File: src/rtl/reflet_vga_fill_engine.sv
// Memory-mapped rectangle-fill sequencer for the 160x120 6-bit-color VGA framebuffer.
// Optional completion interrupt and CTRL.bit7 mask are built when REFLET_VGA_FILL_IRQ_EN is defined.
module reflet_vga_fill_engine #(
  parameter int                        base_addr_size = 16,
  parameter logic [base_addr_size-1:0] base_addr      = 16'hFF28,
  parameter int                        h_res          = 160,
  parameter int                        v_res          = 120
) (
  input  logic                      clk,
  input  logic                      reset,
  input  logic                      enable,
  input  logic [base_addr_size-1:0] addr,
  input  logic [7:0]                data_in,
  output logic [7:0]                data_out,
  input  logic                      write_en,
  output logic                      px_we,
  output logic [7:0]                px_h,
  output logic [6:0]                px_v,
  output logic [5:0]                px_color
`ifdef REFLET_VGA_FILL_IRQ_EN
  ,
  output logic                      irq
`endif
);

  typedef enum logic {IDLE, FILL} state_t;

  localparam logic [base_addr_size:0] addr_lo = {1'b0, base_addr};
  localparam logic [base_addr_size:0] addr_hi = addr_lo + (base_addr_size+1)'(5);

  state_t      state_reg, state_next;
  logic [7:0]  x0_reg, y0_reg, w_reg, h_reg;
  logic [5:0]  color_reg, color_sh_reg;
  logic        done_reg, done_next;
  // Counters and end points are 9 bits so X0+W-1 / Y0+H-1 never wrap.
  logic [8:0]  cx_reg, cy_reg, x_start_reg, x_end_reg, y_end_reg;
  logic        load, advance;
  logic        sel, wr, ctrl_wr, start_req, abort_req, clr_req;
  logic        zero_size, last_px, clip_ok, mask_bit;
  logic [2:0]  reg_idx;
  logic [base_addr_size:0] addr_ext;

  assign addr_ext  = {1'b0, addr};
  assign sel       = enable && (addr_ext >= addr_lo) && (addr_ext <= addr_hi);
  // Offsets only span 0..5, so the low three bits of the difference suffice.
  assign reg_idx   = addr[2:0] - base_addr[2:0];
  assign wr        = sel && write_en;
  assign ctrl_wr   = wr && (reg_idx == 3'd5);
  assign abort_req = ctrl_wr && data_in[1];
  assign start_req = ctrl_wr && data_in[0] && !data_in[1];
  assign clr_req   = ctrl_wr && data_in[2];
  assign zero_size = (w_reg == 8'd0) || (h_reg == 8'd0);
  assign last_px   = (cx_reg == x_end_reg) && (cy_reg == y_end_reg);
  assign clip_ok   = (cx_reg < 9'(h_res)) && (cy_reg < 9'(v_res));

  always_comb begin
    state_next = state_reg;
    done_next  = done_reg;
    load       = 1'b0;
    advance    = 1'b0;
    if (clr_req)
      done_next = 1'b0;
    case (state_reg)
      IDLE: begin
        if (start_req) begin
          done_next = zero_size;
          if (!zero_size) begin
            state_next = FILL;
            load       = 1'b1;
          end
        end
      end
      FILL: begin
        if (abort_req) begin
          state_next = IDLE;
        end else begin
          advance = 1'b1;
          if (last_px) begin
            state_next = IDLE;
            done_next  = 1'b1;
          end
        end
      end
      default: state_next = IDLE;
    endcase
  end

  always_ff @(posedge clk or negedge reset) begin
    if (!reset) begin
      state_reg    <= IDLE;
      done_reg     <= 1'b0;
      x0_reg       <= '0;
      y0_reg       <= '0;
      w_reg        <= '0;
      h_reg        <= '0;
      color_reg    <= '0;
      color_sh_reg <= '0;
      cx_reg       <= '0;
      cy_reg       <= '0;
      x_start_reg  <= '0;
      x_end_reg    <= '0;
      y_end_reg    <= '0;
      px_we        <= 1'b0;
      px_h         <= '0;
      px_v         <= '0;
      px_color     <= '0;
    end else begin
      state_reg <= state_next;
      done_reg  <= done_next;
      if (wr) begin
        case (reg_idx)
          3'd0:    x0_reg    <= data_in;
          3'd1:    y0_reg    <= data_in;
          3'd2:    w_reg     <= data_in;
          3'd3:    h_reg     <= data_in;
          3'd4:    color_reg <= data_in[5:0];
          default: ;
        endcase
      end
      if (load) begin
        cx_reg       <= {1'b0, x0_reg};
        cy_reg       <= {1'b0, y0_reg};
        x_start_reg  <= {1'b0, x0_reg};
        x_end_reg    <= {1'b0, x0_reg} + {1'b0, w_reg} - 9'd1;
        y_end_reg    <= {1'b0, y0_reg} + {1'b0, h_reg} - 9'd1;
        color_sh_reg <= color_reg;
      end else if (advance) begin
        if (cx_reg == x_end_reg) begin
          cx_reg <= x_start_reg;
          cy_reg <= cy_reg + 9'd1;
        end else begin
          cx_reg <= cx_reg + 9'd1;
        end
      end
      // Clipped positions still consume their cycle, just without a write.
      if (advance) begin
        px_we    <= clip_ok;
        px_h     <= cx_reg[7:0];
        px_v     <= cy_reg[6:0];
        px_color <= color_sh_reg;
      end else begin
        px_we <= 1'b0;
      end
    end
  end

`ifdef REFLET_VGA_FILL_IRQ_EN
  logic mask_reg, mask_next;
  assign mask_next = ctrl_wr ? data_in[7] : mask_reg;
  assign mask_bit  = mask_reg;

  always_ff @(posedge clk or negedge reset) begin
    if (!reset) begin
      mask_reg <= 1'b0;
      irq      <= 1'b0;
    end else begin
      mask_reg <= mask_next;
      irq      <= done_next && !mask_next;
    end
  end
`else
  assign mask_bit = 1'b0;
`endif

  always_comb begin
    data_out = 8'h00;
    if (sel) begin
      case (reg_idx)
        3'd0:    data_out = x0_reg;
        3'd1:    data_out = y0_reg;
        3'd2:    data_out = w_reg;
        3'd3:    data_out = h_reg;
        3'd4:    data_out = {2'b00, color_reg};
        3'd5:    data_out = {mask_bit, 5'b00000, done_reg, state_reg == FILL};
        default: data_out = 8'h00;
      endcase
    end
  end

endmodule
File: config.mk
export PLATFORM = sky130hd
export DESIGN_NAME = reflet_vga_fill_engine
export DESIGN_NICKNAME = d
export VERILOG_FILES = /design/src/rtl/reflet_vga_fill_engine.sv
export SDC_FILE = /design/constraint.sdc
export NUM_CORES = 1
export LEC_CHECK = 0
export ABC_AREA = 1
export BUFFER_PORTS_ARGS = -buffer_cell sky130_fd_sc_hd__buf_2
export CAP_MARGIN = 30
export CORE_ASPECT_RATIO = 1.5
export CORE_MARGIN = 2
export CORE_UTILIZATION = 55
export CTS_CLUSTER_SIZE = 8
export DETAILED_ROUTE_END_ITERATION = 6
export PLACE_DENSITY = 0.84
export SYNTH_ARGS = -nofsm -noshare
export SYNTH_HDL_FRONTEND = slang
export SYNTH_SLANG_ARGS = --single-unit
File: constraint.sdc
create_clock -name clk -period 3.6 [get_ports clk]
set_input_delay 0.54 -clock clk [delete_from_list [all_inputs] [get_ports clk]]
set_output_delay 0.54 -clock clk [all_outputs]
set_load 0.1 [all_outputs]
==> Flow_metrics.wiki <==
{| class="wikitable"
! Metric !! Value
|-
| Number of resized instances in the post-cts repair step || 0
|-
| Bufs on Longest Clock Path || 2
|-
| Initial core utilization || 56.5%
|-
| Yosys top cell area share || 44.6%
|-
| CTS tree || built
|-
| Count of mapped cells out of synthesis || about 800
|-
| Max-capacitance violation count || 0
|-
| Clock Sinks || 112
|-
| Initial DRC Count || 374
|-
| Hold Violations, Final || 0
|-
| Hold_ws || 0.270 ns
|-
| Last weighted congestion value of the routability-driven placer || between 1 and 1.5
|-
| Most common flop cell mapped by yosys || dfrtp_1
|-
| Final routed wirelength across all metal layers || 15500 um
|-
| Ratio of final minimum period to clock period || 73.5%
|-
| Floorplan Core Area || roughly 11000 um^2
|-
| Post-synthesis to final-layout area growth || 11.3%
|-
| Kind of end point of the critical path || primary output
|-
| Cell at the root of the clock tree || clkbuf_16
|-
| Post-placement cell count || slightly below 1000
|-
| Overflow left after global routing || 0
|-
| Synth async-reset ratio || 100%
|-
| Clk pwr share || 44.9%
|-
| Switching part of the total || 21.1%
|-
| Met2 track demand over resource in global routing || between 40% and 50%
|-
| Avg Synthesized Cell Area || 7.82 um^2
|-
| Cell accounting for the most synthesized area || dfrtp_1
|-
| Mean number of vias per cell || 5.42
|-
| Post-synthesis instance area || 6280 um^2
|-
| Clock network latency to the later pin of the worst-skew pair || 0.35 ns
|-
| First-pass iteration count of the detailed router || 7
|-
| Pwr per Cell Area || between 300 and 400 nW/um^2
|-
| Global routing usage on met3 || 4.13%
|-
| Cell with the largest stage delay on the worst path || buf_2
|-
| Number of max-slew violations in the final report || 0
|-
| Vias in the first global route || 5210
|-
| Gr usage total || around a quarter
|-
| Half-perimeter wire length after detailed placement || 11300 um
|-
| H-tree depth reported by CTS || 3
|-
| Min Tclk post-route || 2.65 ns
|-
| Number of antenna violations at the first check in global routing || 0
|-
| Largest stage delay, worst path || about 0.44 ns
|-
| Pin slew with the least headroom to its limit || between 0.8 and 0.9 ns
|-
| Most numerous cell in the Yosys netlist || nand2_1
|-
| Class of the worst hold path || in2async
|-
| Post-place setup slack || 0.999 ns
|-
| Top cells by instance count after synthesis || nand2_1 (256), inv_1 (117), dfrtp_1 (112)
|-
| Kind of start point of the critical path || primary input
|-
| Number of rows created at floorplan || 47
|-
| Net switching power figure || 509 uW
|-
| Largest net degree at the start of global routing || 66
|-
| Antenna Nets Post-Route || 0
|-
| Inserted Clock Buffers || 9
|-
| Worst setup slack for register-to-register paths || approximately 1.2 ns
|-
| Internal Pwr Total || 1910 uW
|-
| WP buf/inv || 4
|-
| Worst reg-to-reg path cell count || 13
|-
| Most congested layer reported by global routing || met2
|-
| Ordered list of cells on the worst path || buf_2, inv_1, nand2_1, nor2_1, inv_1, o22ai_1, a21oi_1, a21oi_1, buf_2
|-
| Clock slew seen by the registers of the worst setup and hold paths || 0.07 ns
|-
| Final net count || between 900 and 1000
|-
| Post-synthesis sequential area ratio || 44.6%
|-
| Post-synthesis sequential element count || 112
|-
| Timing-limited maximum frequency || roughly 380 MHz
|-
| Largest fanout on the critical path || 6
|-
| Number of buffers inserted to repair setup after CTS || 0
|-
| Vias after detailed routing || 5449
|-
| Arrival time at the worst endpoint || roughly 2.1 ns
|-
| CP delay by family, top || buffers and inverters
|-
| Filler instances || 967
|-
| Sequential power share || 52.0%
|-
| Setup total negative slack || 0 ns
|-
| Drc violations || 0
|-
| Yosys cell types || 37
|-
| Number of synthesized flops with an enable pin || 0
|-
| Status || finished, final reports clean
|-
| Pleak || 0.00363 uW
|-
| Vertical die dimension || 135 um
|-
| Destination of the worst register-to-register timing path || y_end_reg[7]
|-
| Antenna diode count || 0
|-
| M1 GR Usage || 31.5%
|-
| Die Span X || 91.3 um
|-
| Required time of the critical path || 3.06 ns
|-
| Synth top area cells || dfrtp_1 (45%), nand2_1 (15%), inv_1 (7.0%)
|-
| R2R Path Start || h_reg[1]
|-
| Unrepaired setup endpoints after global routing || false
|-
| Slack of the critical path || 0.953 ns
|-
| Warnings, synthesis || 0
|-
| Combinational share of power || 3.0%
|-
| Remaining max-slew budget at the tightest pin || 45.3%
|-
| Cts-stage hold buffer count || 0
|-
| Die ar. || roughly 12000 um^2
|-
| IO Count || 58
|-
| Wire length of the first global-routing pass || 25600 um
|-
| Layout Cells excl Fill || 1005
|-
| Fin Clk Skew || approximately 0.0076 ns
|-
| Endpoints failing setup || 0
|-
| Fraction of layout cells with a size suffix above 1 || 11.2%
|-
| Maximum ir drop on the vdd rail || 0.297 mV
|-
| Total of buffers placed on input and output ports || 57
|-
| Number of nets in the synthesized netlist || approximately 870
|-
| Type of the setup path with the least slack || in2out
|-
| Wire per inst || 15.4 um
|}
metal layers:
| metal | wire length [um] | part of all wire (%) |
|---|---|---|
| met1 | 6150 | 40 |
| met3 | 879 | 5.7 |
| met4 | 605 | 3.9 |
| met5 | 0 | 0 |
| met2 | 7820 | 51 |
power groups by stage:
stage / clock [uW] / combinational (uW) / sequential (uW)
4_1_cts: 1100 / 74.3 / 1260
5_1_grt: 1140 / 84.3 / 1260
3_5_place_dp: 0 / 74.2 / 1280
2_1_floorplan: 0 / 22.6 / 1280
3_3_place_gp: 0 / 73.3 / 1280
6_report: 1090 / 72.8 / 1260
stage by stage:
stage	total power, uW	instance area (um^2)	util [%]
after detailed placement	1360	6660	59.9
after global routing	2480	6990	62.9
after global placement	1360	6660	59.9
final	2420	6990	62.9
after CTS	2430	6990	62.9
after floorplan	1300	6280	-
area by class of cell:
type	count	area [um^2]	area share [%]
tap	147	184	2.63
timing repair buffer	61	318	4.55
multi-input combinational	546	2900	41.4
clock buffer	10	239	3.42
inverter	123	462	6.60
clock inverter	6	90.1	1.29
sequential	112	2800	40.1
logic make-up after synthesis:
| group | share of synthesized area [%] |
|---|---|
| fa+ha+maj | 7.01 |
| compound gates | 11.6 |
| flops | 44.6 |
| simple gates | 23.3 |
| buf+inv | 9.30 |
| xor+xnor | 4.18 |
how the worst max path moves through the flow:
stage,startpoint,endpoint,slack (ns),cells past startpoint
detailed placement,addr[1],data_out[2],1.0,9
floorplan,addr[2],data_out[2],0.37,6
global route,addr[1],data_out[2],0.76,9
finish,addr[1],data_out[3],0.95,9
global placement,addr[1],data_out[2],1.01,9
CTS,addr[1],data_out[2],1.0,9
placed cells by master (no fill, tap or decap), types with 3 or more instances in the layout:
| cell type | netlist | layout |
|---|---|---|
| o21ai_0 | 79 | 79 |
| clkbuf_16 | 0 | 9 |
| a22oi_1 | 7 | 7 |
| nand3_1 | 34 | 34 |
| o21ai_1 | 7 | 7 |
| a21oi_1 | 19 | 19 |
| nand2_2 | 3 | 3 |
| buf_4 | 2 | 5 |
| xor2_1 | 17 | 17 |
| ha_1 | 32 | 32 |
| nand4_1 | 12 | 12 |
| dfrtp_1 | 112 | 112 |
| inv_2 | 6 | 6 |
| inv_1 | 117 | 117 |
| buf_2 | 8 | 56 |
| xnor2_1 | 13 | 13 |
| o22ai_1 | 8 | 8 |
| a31oi_1 | 5 | 5 |
| nand2_1 | 256 | 256 |
| nor3_1 | 8 | 8 |
| nor2_1 | 25 | 25 |
(Power assumes the default switching activity.)
